[config.mk]
export PLATFORM = sky130hd
export DESIGN_NAME = key_event_queue
export DESIGN_NICKNAME = d
export VERILOG_FILES = /design/src/rtl/key_evt_pkg.sv /design/src/rtl/key_evt_fifo.sv /design/src/rtl/key_event_queue.sv
export SDC_FILE = /design/constraint.sdc
export NUM_CORES = 1
export LEC_CHECK = 0
export ABC_CLOCK_PERIOD_IN_PS = 3600
export CAP_MARGIN = 10
export CORE_ASPECT_RATIO = 1.75
export CORE_MARGIN = 2
export CORE_UTILIZATION = 45
export CTS_BUF_LIST = sky130_fd_sc_hd__clkbuf_16
export DETAILED_ROUTE_END_ITERATION = 10
export MAX_ROUTING_LAYER = met4
export PLACE_DENSITY_LB_ADDON = 0.12
export SYNTH_ARGS = -nofsm -noshare
export SYNTH_HDL_FRONTEND = slang
export SYNTH_SLANG_ARGS = --single-unit
export TNS_END_PERCENT = 20
[constraint.sdc]
create_clock -name clk -period 3.6 [get_ports clk]
set_input_delay 0.72 -clock clk [delete_from_list [all_inputs] [get_ports clk]]
set_output_delay 0.72 -clock clk [all_outputs]
set_load 0.005 [all_outputs]
[src/rtl/key_evt_pkg.sv]
// Shared constants for the key event queue: event type codes, FSM state
// encoding and the key-code width.
package key_evt_pkg;

  localparam int KCODE_W = 3;
  localparam int ETYPE_W = 2;
  localparam int EVT_W   = ETYPE_W + KCODE_W;

  localparam logic [ETYPE_W-1:0] EVT_SHORT    = 2'b00;
  localparam logic [ETYPE_W-1:0] EVT_LONG     = 2'b01;
  localparam logic [ETYPE_W-1:0] EVT_REPEAT   = 2'b10;
  localparam logic [ETYPE_W-1:0] EVT_LONG_REL = 2'b11;

  typedef enum logic [2:0] {
    IDLE     = 3'd0,
    CAPTURE  = 3'd1,
    HELD     = 3'd2,
    REPEAT   = 3'd3,
    WAIT_REL = 3'd4
  } key_state_e;

endpackage

[src/rtl/key_evt_fifo.sv]
// Show-ahead event FIFO with a sticky overflow flag for pushes dropped while full.
// Handshake: an entry leaves the FIFO on a clock edge where valid_o && pop_i.
module key_evt_fifo
  import key_evt_pkg::*;
#(
  parameter int DEPTH = 4
) (
  input  logic             clk,
  input  logic             reset_n,
  input  logic             push_i,
  input  logic [EVT_W-1:0] push_data_i,
  input  logic             pop_i,
  input  logic             clr_ovf_i,
  output logic             valid_o,
  output logic [EVT_W-1:0] head_o,
  output logic             overflow_o
);

  localparam int AW = $clog2(DEPTH);
  localparam logic [AW:0] FULL_CNT = (AW + 1)'(DEPTH);

  logic [EVT_W-1:0] mem_q [DEPTH];
  logic [AW-1:0]    wr_ptr_q, rd_ptr_q;
  logic [AW:0]      count_q, count_d;
  logic             overflow_q, overflow_d;
  logic             full, empty, do_pop, wr_en;

  assign full   = (count_q == FULL_CNT);
  assign empty  = (count_q == '0);
  assign do_pop = pop_i && !empty;
  // A pop on the same edge frees the slot, so a push into a full FIFO still lands.
  assign wr_en  = push_i && (!full || do_pop);

  always_comb begin
    count_d    = count_q;
    overflow_d = overflow_q;
    unique case ({wr_en, do_pop})
      2'b10:   count_d = count_q + 1'b1;
      2'b01:   count_d = count_q - 1'b1;
      default: count_d = count_q;
    endcase
    if (push_i && !wr_en)  overflow_d = 1'b1;
    else if (clr_ovf_i)    overflow_d = 1'b0;
  end

  always_ff @(posedge clk or negedge reset_n) begin
    if (!reset_n) begin
      wr_ptr_q   <= '0;
      rd_ptr_q   <= '0;
      count_q    <= '0;
      overflow_q <= 1'b0;
    end else begin
      if (wr_en)  wr_ptr_q <= wr_ptr_q + 1'b1;
      if (do_pop) rd_ptr_q <= rd_ptr_q + 1'b1;
      count_q    <= count_d;
      overflow_q <= overflow_d;
    end
  end

  always_ff @(posedge clk) begin
    if (wr_en) mem_q[wr_ptr_q] <= push_data_i;
  end

  assign valid_o    = !empty;
  assign head_o     = empty ? '0 : mem_q[rd_ptr_q];
  assign overflow_o = overflow_q;

endmodule

[src/rtl/key_event_queue.sv]
// Turns debounced press/release ticks into SHORT/LONG/REPEAT/LONG_RELEASE
// events timed on a 1 ms base, and queues them for the menu logic.
module key_event_queue
  import key_evt_pkg::*;
#(
  parameter int TICK_DIV  = 22118,
  parameter int LONG_MS   = 1000,
  parameter int REPEAT_MS = 200,
  parameter int DEPTH     = 4
) (
  input  logic               clk,
  input  logic               reset_n,
  input  logic               press_tick,
  input  logic               release_tick,
  input  logic [KCODE_W-1:0] kcode,
  input  logic               evt_ready,
  output logic               evt_valid,
  output logic [KCODE_W-1:0] evt_code,
  output logic [ETYPE_W-1:0] evt_type,
  output logic               overflow,
  input  logic               clr_overflow,
  output logic               key_held
);

  localparam int PW = (TICK_DIV > 1) ? $clog2(TICK_DIV) : 1;
  localparam int HW = $clog2(LONG_MS + 1);
  localparam int RW = $clog2(REPEAT_MS + 1);
  localparam logic [PW-1:0] PRE_LAST  = PW'(TICK_DIV - 1);
  localparam logic [HW-1:0] HOLD_LAST = HW'(LONG_MS - 1);
  localparam logic [RW-1:0] RPT_LAST  = RW'(REPEAT_MS - 1);

  key_state_e         state_q, state_d;
  logic [PW-1:0]      pre_cnt_q, pre_cnt_d;
  logic [HW-1:0]      hold_cnt_q, hold_cnt_d;
  logic [RW-1:0]      rpt_cnt_q, rpt_cnt_d;
  logic [KCODE_W-1:0] code_q, code_d;
  logic               ms_tick, push;
  logic [ETYPE_W-1:0] push_type;
  logic [EVT_W-1:0]   head;

  assign ms_tick = (pre_cnt_q == PRE_LAST);

  always_comb begin
    state_d    = state_q;
    pre_cnt_d  = ms_tick ? '0 : pre_cnt_q + 1'b1;
    hold_cnt_d = hold_cnt_q;
    rpt_cnt_d  = rpt_cnt_q;
    code_d     = code_q;
    push       = 1'b0;
    push_type  = EVT_SHORT;
    unique case (state_q)
      IDLE: begin
        if (press_tick) state_d = CAPTURE;
      end
      CAPTURE: begin
        // Restarting the prescaler here makes the first ms tick land exactly TICK_DIV edges in.
        code_d     = kcode;
        hold_cnt_d = '0;
        rpt_cnt_d  = '0;
        pre_cnt_d  = '0;
        state_d    = (kcode == '0) ? WAIT_REL : HELD;
      end
      HELD: begin
        if (ms_tick) hold_cnt_d = hold_cnt_q + 1'b1;
        if (release_tick) begin
          push    = 1'b1;
          state_d = IDLE;
        end else if (ms_tick && hold_cnt_q == HOLD_LAST) begin
          push      = 1'b1;
          push_type = EVT_LONG;
          state_d   = REPEAT;
        end
      end
      REPEAT: begin
        if (ms_tick) rpt_cnt_d = rpt_cnt_q + 1'b1;
        if (release_tick) begin
          push      = 1'b1;
          push_type = EVT_LONG_REL;
          state_d   = IDLE;
        end else if (ms_tick && rpt_cnt_q == RPT_LAST) begin
          push      = 1'b1;
          push_type = EVT_REPEAT;
          rpt_cnt_d = '0;
        end
      end
      WAIT_REL: begin
        if (release_tick) state_d = IDLE;
      end
      default: state_d = IDLE;
    endcase
  end

  always_ff @(posedge clk or negedge reset_n) begin
    if (!reset_n) begin
      state_q    <= IDLE;
      pre_cnt_q  <= '0;
      hold_cnt_q <= '0;
      rpt_cnt_q  <= '0;
      code_q     <= '0;
    end else begin
      state_q    <= state_d;
      pre_cnt_q  <= pre_cnt_d;
      hold_cnt_q <= hold_cnt_d;
      rpt_cnt_q  <= rpt_cnt_d;
      code_q     <= code_d;
    end
  end

  key_evt_fifo #(.DEPTH(DEPTH)) u_fifo (
    .clk         (clk),
    .reset_n     (reset_n),
    .push_i      (push),
    .push_data_i ({push_type, code_q}),
    .pop_i       (evt_ready),
    .clr_ovf_i   (clr_overflow),
    .valid_o     (evt_valid),
    .head_o      (head),
    .overflow_o  (overflow)
  );

  assign evt_code = head[KCODE_W-1:0];
  assign evt_type = head[EVT_W-1:KCODE_W];
  assign key_held = (state_q == HELD) || (state_q == REPEAT);

endmodule
==> results of run 1 <==
-- power groups by stage --
| stage | Combinational, uW | Sequential [uW] | Clock, uW |
|---|---|---|---|
| floorplan | 502 | 1010 | 0 |
| global placement | 646 | 1090 | 0 |
| detailed placement | 657 | 1100 | 0 |
| CTS | 661 | 1080 | 870 |
| global route | 736 | 1100 | 912 |
| finish | 649 | 1080 | 849 |
-- final cells by class --
class,count,area share
Sequential cell,67,0.4627
Timing Repair Buffer,17,0.04236
Clock buffer,9,0.05865
Multi-Input combinational cell,208,0.3816
Inverter,9,0.008798
Tap cell,86,0.02802
Clock inverter,7,0.01792
-- worst max-delay path, stage by stage (launching register included) --
cell and delay [ns]:
dfrtp_1 0.59, mux4_2 0.56, and2_1 0.17, clkdlybuf4s50_1 0.43
-- state kept, by name, indices dropped and copies added, names as in the netlist --
| register | flops |
|---|---|
| code_q | 3 |
| hold_cnt_q | 10 |
| pre_cnt_q | 15 |
| rpt_cnt_q | 8 |
| state_q | 3 |
| u_fifo.count_q | 3 |
| u_fifo.mem_q | 20 |
| u_fifo.overflow_o | 1 |
| u_fifo.rd_ptr_q | 2 |
| u_fifo.wr_ptr_q | 2 |
-- cell families (layout without fill, tap and decap cells) --
family          Yosys count  count (layout)  synth area share
flops                    67              67            0.5340
mux                      13              13           0.06017
compound gates           50              50            0.1046
buf+inv                  21              42           0.02557
fa+ha+maj                 9               9           0.03611
xor+xnor                 23              23           0.06055
simple gates            113             113            0.1790
-- worst max-delay path by stage --
| stage | cells after the start | startpoint | slack, ns | endpoint |
|---|---|---|---|---|
| floorplan | 9 | pre_cnt_q[0] | 1.15 | u_fifo.count_q[1] |
| global route | 11 | pre_cnt_q[1] | 0.65 | u_fifo.count_q[2] |
| finish | 3 | u_fifo.rd_ptr_q[0] | 0.80 | evt_code[2] |
| detailed placement | 6 | release_tick | 0.77 | u_fifo.count_q[1] |
| global placement | 6 | release_tick | 0.80 | u_fifo.count_q[1] |
| CTS | 3 | u_fifo.rd_ptr_q[0] | 0.74 | evt_code[2] |
-- Yosys cell counts, types with 2 or more instances --
library cell | count | area share
and2_1 | 10 | 0.019
mux2_1 | 2 | 0.0068
nand2b_1 | 3 | 0.0056
and3_1 | 4 | 0.0075
mux2i_1 | 2 | 0.0060
o21ai_1 | 2 | 0.0030
xor2_1 | 10 | 0.026
a211oi_1 | 4 | 0.0090
nor3_1 | 3 | 0.0045
mux2_2 | 4 | 0.014
clkbuf_1 | 8 | 0.0090
nor2_1 | 37 | 0.042
nand4_1 | 7 | 0.013
o21a_1 | 3 | 0.0068
buf_2 | 2 | 0.0030
nand2_1 | 20 | 0.023
nor2b_1 | 2 | 0.0038
ha_1 | 8 | 0.030
o21ai_0 | 14 | 0.021
mux4_2 | 5 | 0.034
a2111oi_2 | 2 | 0.0090
xnor2_1 | 13 | 0.034
and4_1 | 3 | 0.0079
nand3_1 | 11 | 0.017
a31oi_1 | 5 | 0.0094
dfrtp_1 | 47 | 0.35
inv_1 | 8 | 0.0090
a21oi_1 | 6 | 0.0090
o31ai_1 | 5 | 0.011
edfxtp_1 | 20 | 0.18
-- stage by stage --
stage | instances | util
6_report | 403 | 0.5347
5_1_grt | 403 | 0.5347
4_1_cts | 403 | 0.5347
3_5_place_dp | 387 | 0.4937
3_3_place_gp | 387 | 0.4937
2_1_floorplan | 296 | -
-- routing by layer --
metal,track usage,up-vias
met5,-,-
met4,0.09191,0
met3,0.04780,10
met2,0.2939,43
met1,0.2183,1109
li1,-,1095
==> run metrics, run 1 <==
status finished clean; antenna cell count 0; routed wl met3 227 um; syn_area_per_cell 11.24 um2; DRC errors left 0; most frequent cells in the layout dfrtp_1 (47), nor2_1 (37), nand2_1 (20), edfxtp_1 (20), clkdlybuf4s50_1 (15); # IOs 17; worst-path maximum fanout 7; Flop pwr share 0.419; CP Capture Type output pin; DRC marker count from the first detailed-route iteration 142; Max-slew headroom 0.2848; Tightest Pin Transition 1.073 ns; Placeable Area 0.007182 mm2; crit start category register; Post-CTS Resized 0; Die X-Extent 69.00 um; Fin Setup TNS 0 ns; setup violators final 0; HP Class register to register; Post-synth ARST share 0.7015; Worst Hold End rpt_cnt_q[7]; Routed Antenna Nets 0; vias in the first global route 2273; met1 wire length 2627 um; H-tree levels 3; Final Hold Viols 0; VDD IR-drop max 0.3164 mV; RSZ-0062 raised after global routing false; CTS tree yes; first-pass GRT wire length 10960 um; CTS root buf clkbuf_16; RePlAce Congestion 0.8315; Max Cap Viol 0; hold path start rpt_cnt_q[7]; Psw 780.3 uW; Syn Nets 314; cts hold-fix bufs 0; power per cell area 670.8 mW/mm2; initial antenna violation count 0; Comb power frac 0.252; Hold Path Depth 1; met2 WL 3362 um; vias per cell 5.600; clock transition at the registers of the reported paths 0.06 ns; cell area after layout 0.003840 mm2; ys flop type dfrtp_1; fmax 357.5 MHz; Max clock buf depth 2; routed wire length 6365 um; chip height 117.7 um; Synth warnings 0; GRT Total Usage 0.1877; total power 2576 uW; die area 0.008124 mm2; most common cell after layout, fill and taps aside dfrtp_1; Worst R2R Start pre_cnt_q[1]; post-DP HPWL 4597 um; routed len/inst 15.79 um; Post-CTS Setup Inserts 0; worst slack at placement 0.7730 ns; Cells after Synth 296; PortBufs 16; share of layout cells above drive strength 1 0.1136; FF-to-FF path depth 11; Worst Setup Slack, final 0.8030 ns; Yosys cell types 56; flop2flop setup slack 0.86 ns; via count 2257; clock power share 0.329; flop and latch count out of synthesis 67; clock latency on the worst-skew pair 0.33 ns; cell area after synthesis 0.003327 mm2; Data arrival, critical path 2.08 ns; DP Area 0.003546 mm2; final worst-path cycle share 0.7769; total gr overflow 0; Reg area 0.001777 mm2; Starting Density 0.4632; worst flop-to-flop path endpoint u_fifo.count_q[2]; clk_skew 0.004291 ns; area of the multi-input gates 0.001465 mm2; Hold WS 0.4900 ns; critical path type register to output pin; # rows 41; fillers 673; highest routed metal layer met4; register area share after synthesis 0.5340; Final Max Tran Viols 0; clk sinks 67; router iterations before antenna repair 4; Period minus WS final 2.797 ns; Nets 330; Critical Path RT 2.88 ns; internal power 1795 uW; Leak 0.001527 uW; EDFF count, synth 20; post-synthesis to final-layout area growth 15.42%; sw frac 0.3030; largest net degree at the start of global routing 48; clock buffer count from CTS 9
Power figures use the tool's default switching activity.
==> run 2, diff against run 1 <==
--- a/config.mk
+++ b/config.mk
@@ -5,7 +5,7 @@
 export SDC_FILE = /design/constraint.sdc
 export NUM_CORES = 1
 export LEC_CHECK = 0
-export ABC_CLOCK_PERIOD_IN_PS = 3600
+export ABC_CLOCK_PERIOD_IN_PS = 2900
 export CAP_MARGIN = 10
 export CORE_ASPECT_RATIO = 1.75
 export CORE_MARGIN = 2
==> constraint.sdc (replaced) <==
create_clock -name clk -period 2.9 [get_ports clk]
set_input_delay 0.58 -clock clk [delete_from_list [all_inputs] [get_ports clk]]
set_output_delay 0.58 -clock clk [all_outputs]
set_load 0.005 [all_outputs]
==> run 2 against run 1 <==
Against the previous run: sequential power rose by 23%; critical path depth did not move; first-iteration DRC count rose by 7.0%; non-clock buffer count rose by 5; clock skew rose by 0.0020 ns; via count fell by 1.0%; power rose by 35%; register-to-register slack got worse by 0.48 ns; combinational power rose by 30%; die area did not move.
==> run metrics, run 2 (synthesis results as in run 1) <==
Max-slew headroom 0.2952 (+0.01042); router iterations before antenna repair 4 (unchanged); status finished clean; die area 0.008124 mm2 (unchanged); Final Max Tran Viols 0 (unchanged); DRC errors left 0 (unchanged); fillers 624 (-7.3%); Placeable Area 0.007182 mm2 (unchanged); routed wire length 6635 um (+4.2%); PortBufs 16 (unchanged); setup violators final 0 (unchanged); first-pass GRT wire length 11160 um (+1.8%); largest net degree at the start of global routing 36 (-25%); antenna cell count 0 (unchanged); VDD IR-drop max 0.3542 mV (+12%); max reg flops 20 (unchanged); H-tree levels 3 (unchanged); # rows 41 (unchanged); GRT Total Usage 0.1925 (+0.004762); Final Hold Viols 0 (unchanged); DRC marker count from the first detailed-route iteration 152 (+7.0%); most frequent cells in the layout dfrtp_1 (47), nor2_1 (37), nand2_1 (20), edfxtp_1 (20), clkdlybuf4s50_1 (15); routed len/inst 16.26 um (+3.0%); chip height 117.7 um (unchanged); Leak 0.001596 uW (+4.5%); final worst-path cycle share 0.9151; Data arrival, critical path 2.07 ns (about the same); Fin Setup TNS 0 ns (unchanged); final core utilization 0.5486 (+0.01394); CTS root buf clkbuf_16; clock transition at the registers of the reported paths 0.05 ns (about the same); vias per cell 5.475 (-2.2%); Nets 335 (+1.5%); Max stage delay on crit path 0.58 ns (about the same); post-DP HPWL 4707 um (+2.4%); total gr overflow 0 (unchanged); Period minus WS final 2.654 ns; Slowest-stage cell, CP dfrtp_1; Max Cap Viol 0 (unchanged); cts hold-fix bufs 0 (unchanged); clk_skew 0.006244 ns (+0.001954 ns); share of layout cells above drive strength 1 0.1211 (+0.007553); clock latency on the worst-skew pair 0.33 ns (about the same); clock buffer count from CTS 9 (unchanged); CTS tree yes; crit start category register; post-synthesis to final-layout area growth 18.43%; critical path type register to output pin; Max clock buf depth 2 (unchanged); Routed Antenna Nets 0 (unchanged); Critical Path RT 2.32 ns (-0.56 ns); largest register by flop count u_fifo.mem_q; initial antenna violation count 0 (unchanged); dpl cells 392 (+1.3%); Die X-Extent 69.00 um (unchanged); Starting Density 0.4632 (unchanged); cell area after layout 0.003940 mm2 (+2.6%); # IOs 17 (unchanged); most common cell after layout, fill and taps aside dfrtp_1; CP bufs+invs 1 (unchanged); CP cell instances mux4_2, and2_1, clkdlybuf4s50_1; worst-path maximum fanout 7 (unchanged); non-filler instance count after layout 408 (+1.2%); RSZ-0062 raised after global routing false; fmax 376.8 MHz; Worst path top cell family by delay flip-flops; power per cell area 879.4 mW/mm2 (+31%); CP Capture Type output pin; clk sinks 67 (unchanged); DP Area 0.003583 mm2 (+1.1%); Post-CTS Setup Inserts 0 (unchanged); via count 2234 (-1.0%); biggest regs u_fifo.mem_q x20, pre_cnt_q x15, hold_cnt_q x10; RePlAce Congestion 0.8016 (-3.6%); vias in the first global route 2343 (+3.1%); HP Class primary input to asynchronous set/reset pin; Tightest Pin Transition 1.050 ns (-0.02268 ns); Post-CTS Resized 0 (unchanged)
## run 2: layout make-up
class / count / area, um2 / share of cell area
inverters: 9 / 33.78 / 0.008574
multi-input cells: 208 / 1465 / 0.3719
repair buffers: 22 / 200.2 / 0.05081
clock buffers: 9 / 225.2 / 0.05716
well taps: 86 / 107.6 / 0.02731
flip-flops and latches: 67 / 1777 / 0.4509
clock inverters: 7 / 131.4 / 0.03334
## run 2: path summary, 6_finish.rpt
check                                    from            endpoint  slack (ns)  cells past startpoint
setup / recovery           u_fifo.rd_ptr_q[0]         evt_code[1]        0.25                      3
hold / removal                        reset_n       pre_cnt_q[12]        0.13                      1
setup reg to reg                 pre_cnt_q[1]   u_fifo.count_q[2]        0.38                     11
hold reg to reg                  rpt_cnt_q[7]        rpt_cnt_q[7]        0.48                      1
max in group asynchronous             reset_n  u_fifo.rd_ptr_q[1]        2.01                      2
min in group clk                 rpt_cnt_q[7]        rpt_cnt_q[7]        0.48                      1
## run 2: metal layers
| layer | GRT usage | share of wire | wire (um) | up-vias |
|---|---|---|---|---|
| li1 | - | - | - | 1108 |
| met1 | 0.2235 | 0.42 | 2786 | 1074 |
| met2 | 0.3077 | 0.52 | 3462 | 38 |
| met3 | 0.03824 | 0.031 | 207 | 14 |
| met4 | 0.09559 | 0.027 | 178 | 0 |
| met5 | - | 0 | 0 | - |
## run 2: stage by stage
step                      setup slack [ns]  hold slack, ns  power, uW
after CTS                           0.1957          0.1346       3500
after floorplan                     0.4525          0.2844       1872
after global placement              0.3645          0.4591       2168
after global routing               0.09789          0.1514       3666
after detailed placement            0.3673          0.4707       2192
final                               0.2461          0.1263       3465
## run 2: where the power goes
part | switching (uW) | leakage (uW) | internal [uW]
logic | 417 | 0.000611 | 427
registers | 172 | 0.000809 | 1150
clock network | 379 | 0.000176 | 917
total | 967 | 0.00160 | 2500
==> run 3, diff against run 2 <==
--- a/config.mk
+++ b/config.mk
@@ -7,6 +7,8 @@
 export LEC_CHECK = 0
 export ABC_CLOCK_PERIOD_IN_PS = 2900
 export CAP_MARGIN = 10
+export CELL_PAD_IN_SITES_DETAIL_PLACEMENT = 1
+export CELL_PAD_IN_SITES_GLOBAL_PLACEMENT = 1
 export CORE_ASPECT_RATIO = 1.75
 export CORE_MARGIN = 2
 export CORE_UTILIZATION = 45
==> run 3 against run 2 <==
Against the previous run: routed wire length grew 17%; register-to-register slack lost 0.11 ns; design area grew 0.16%; sequential cell count is the same; core utilization grew 0.087 points; combinational power grew 6.6%; die area is the same; clock skew is essentially flat; hold slack gained 0.041 ns; first-iteration DRC count shrank 20%; power shrank 0.48%; highest routed layer unchanged; worst setup slack lost 0.017 ns.
==> run metrics, run 3 (synthesis results as in run 1) <==
post-DP HPWL 5864 um (+25%); die area 0.008124 mm2 (unchanged); max reg flops 20 (unchanged); clock latency on the worst-skew pair 0.33 ns (about the same); CP Capture Type output pin; final core utilization 0.5495 (+0.0008710); Fin Setup TNS 0 ns (unchanged); status finished clean; Period minus WS final 2.671 ns (+0.01695 ns); Final Hold Viols 0 (unchanged); Post-CTS Setup Inserts 0 (unchanged); DRC errors left 0 (unchanged); HP Class primary input to asynchronous set/reset pin; largest net degree at the start of global routing 23 (-36%); Tightest Pin Transition 0.6480 ns (-0.4021 ns); Max Cap Viol 0 (unchanged); clock transition at the registers of the reported paths 0.05 ns (about the same); total gr overflow 0 (unchanged); clk sinks 67 (unchanged); antenna cell count 0 (unchanged); Routed Antenna Nets 0 (unchanged); initial antenna violation count 0 (unchanged); H-tree levels 3 (unchanged); DRC marker count from the first detailed-route iteration 121 (-20%); via count 2352 (+5.3%); biggest regs u_fifo.mem_q x20, pre_cnt_q x15, hold_cnt_q x10; PortBufs 16 (unchanged); Starting Density 0.4632 (unchanged); Max-slew headroom 0.5664 (+0.2712); chip height 117.7 um (unchanged); final worst-path cycle share 0.9210 (+0.005845); fmax 374.4 MHz (-0.63%); Die X-Extent 69.00 um (unchanged); CTS root buf clkbuf_16; most frequent cells in the layout dfrtp_1 (47), nor2_1 (37), nand2_1 (20), edfxtp_1 (20), clkdlybuf4s50_1 (15); Placeable Area 0.007182 mm2 (unchanged); Max clock buf depth 2 (unchanged); RePlAce Congestion 0.8025 (+0.11%); clk_skew 0.006001 ns (-0.0002432 ns); Leak 0.001609 uW (+0.79%); vias in the first global route 2675 (+14%); vias per cell 5.709 (+4.3%); RSZ-0062 raised after global routing false; clock buffer count from CTS 9 (unchanged); worst-path maximum fanout 7 (unchanged); routed wire length 7756 um (+17%); most common cell after layout, fill and taps aside dfrtp_1; routed len/inst 18.83 um (+16%); Hold WS 0.1673 ns (+0.04095 ns); post-synthesis to final-layout area growth 18.62%; share of layout cells above drive strength 1 0.1350 (+0.01385); CTS tree yes; router iterations before antenna repair 4 (unchanged); first-pass GRT wire length 13210 um (+18%); flop2flop setup slack 0.27 ns (-0.11 ns); cts hold-fix bufs 0 (unchanged); crit start category register; largest register by flop count u_fifo.mem_q; FF-to-FF path depth 10 (-1); Data arrival, critical path 2.09 ns (+0.02 ns); # rows 41 (unchanged); Nets 339 (+1.2%); fillers 771 (+24%); Post-CTS Resized 0 (unchanged); power per cell area 873.8 mW/mm2 (-0.64%); GRT Total Usage 0.2281 (+0.03565); VDD IR-drop max 0.4195 mV (+18%); Critical Path RT 2.32 ns (about the same); # IOs 17 (unchanged); Final Max Tran Viols 0 (unchanged); Worst R2R Start pre_cnt_q[0]; worst flop-to-flop path endpoint u_fifo.count_q[2]; critical path type register to output pin; setup violators final 0 (unchanged)
[run 3: where the power goes]
| part | internal (uW) | total, uW | leakage (uW) | switching [uW] |
|---|---|---|---|---|
| Clock | 830 | 1210 | 0.000168 | 385 |
| Sequential | 1150 | 1330 | 0.000809 | 181 |
| Combinational | 450 | 900 | 0.000631 | 450 |
[run 3: metrics by stage]
step	setup WS, ns	cell area (um2)	power, uW	std cells
finish	0.2292	3946	3448	412
global route	0.1082	3946	3661	412
detailed placement	0.2798	3613	2265	396
floorplan	0.4525	3327	1872	296
global placement	0.3474	3613	2214	396
CTS	0.1960	3946	3494	412
[run 3: cell type report]
type | instances | area, um2 | share of cell area
sequential | 67 | 1777 | 0.4502
multi-input combinational | 208 | 1465 | 0.3713
timing repair buffer | 26 | 230.2 | 0.05834
clock buffer | 9 | 225.2 | 0.05707
clock inverter | 7 | 107.6 | 0.02727
tap | 86 | 107.6 | 0.02727
inverter | 9 | 33.78 | 0.008561
[run 3: metal layers]
layer  share of wire  vias to the layer above  wire (um)  track usage
met5               0                        -          0            -
met2            0.60                       36       4667       0.4099
met4           0.018                        0        141      0.07598
met3           0.025                       11        197      0.04780
met1            0.35                     1194       2749       0.2347
li1                -                     1111          -            -
[run 3: how the worst max path moves through the flow]
stage	from	end	cells after the start	slack, ns
after floorplan	pre_cnt_q[0]	u_fifo.count_q[1]	9	0.45
after global placement	pre_cnt_q[0]	u_fifo.count_q[2]	10	0.35
after detailed placement	pre_cnt_q[0]	u_fifo.count_q[2]	10	0.28
after CTS	u_fifo.rd_ptr_q[0]	evt_code[2]	3	0.20
after global routing	pre_cnt_q[0]	u_fifo.count_q[2]	10	0.11
final	u_fifo.rd_ptr_q[0]	evt_type[0]	3	0.23
[run 3: worst max-delay path: stages (launching register included)]
cell and delay (ns):
dfrtp_1 0.60, mux4_2 0.56, and2_1 0.17, clkdlybuf4s50_1 0.43
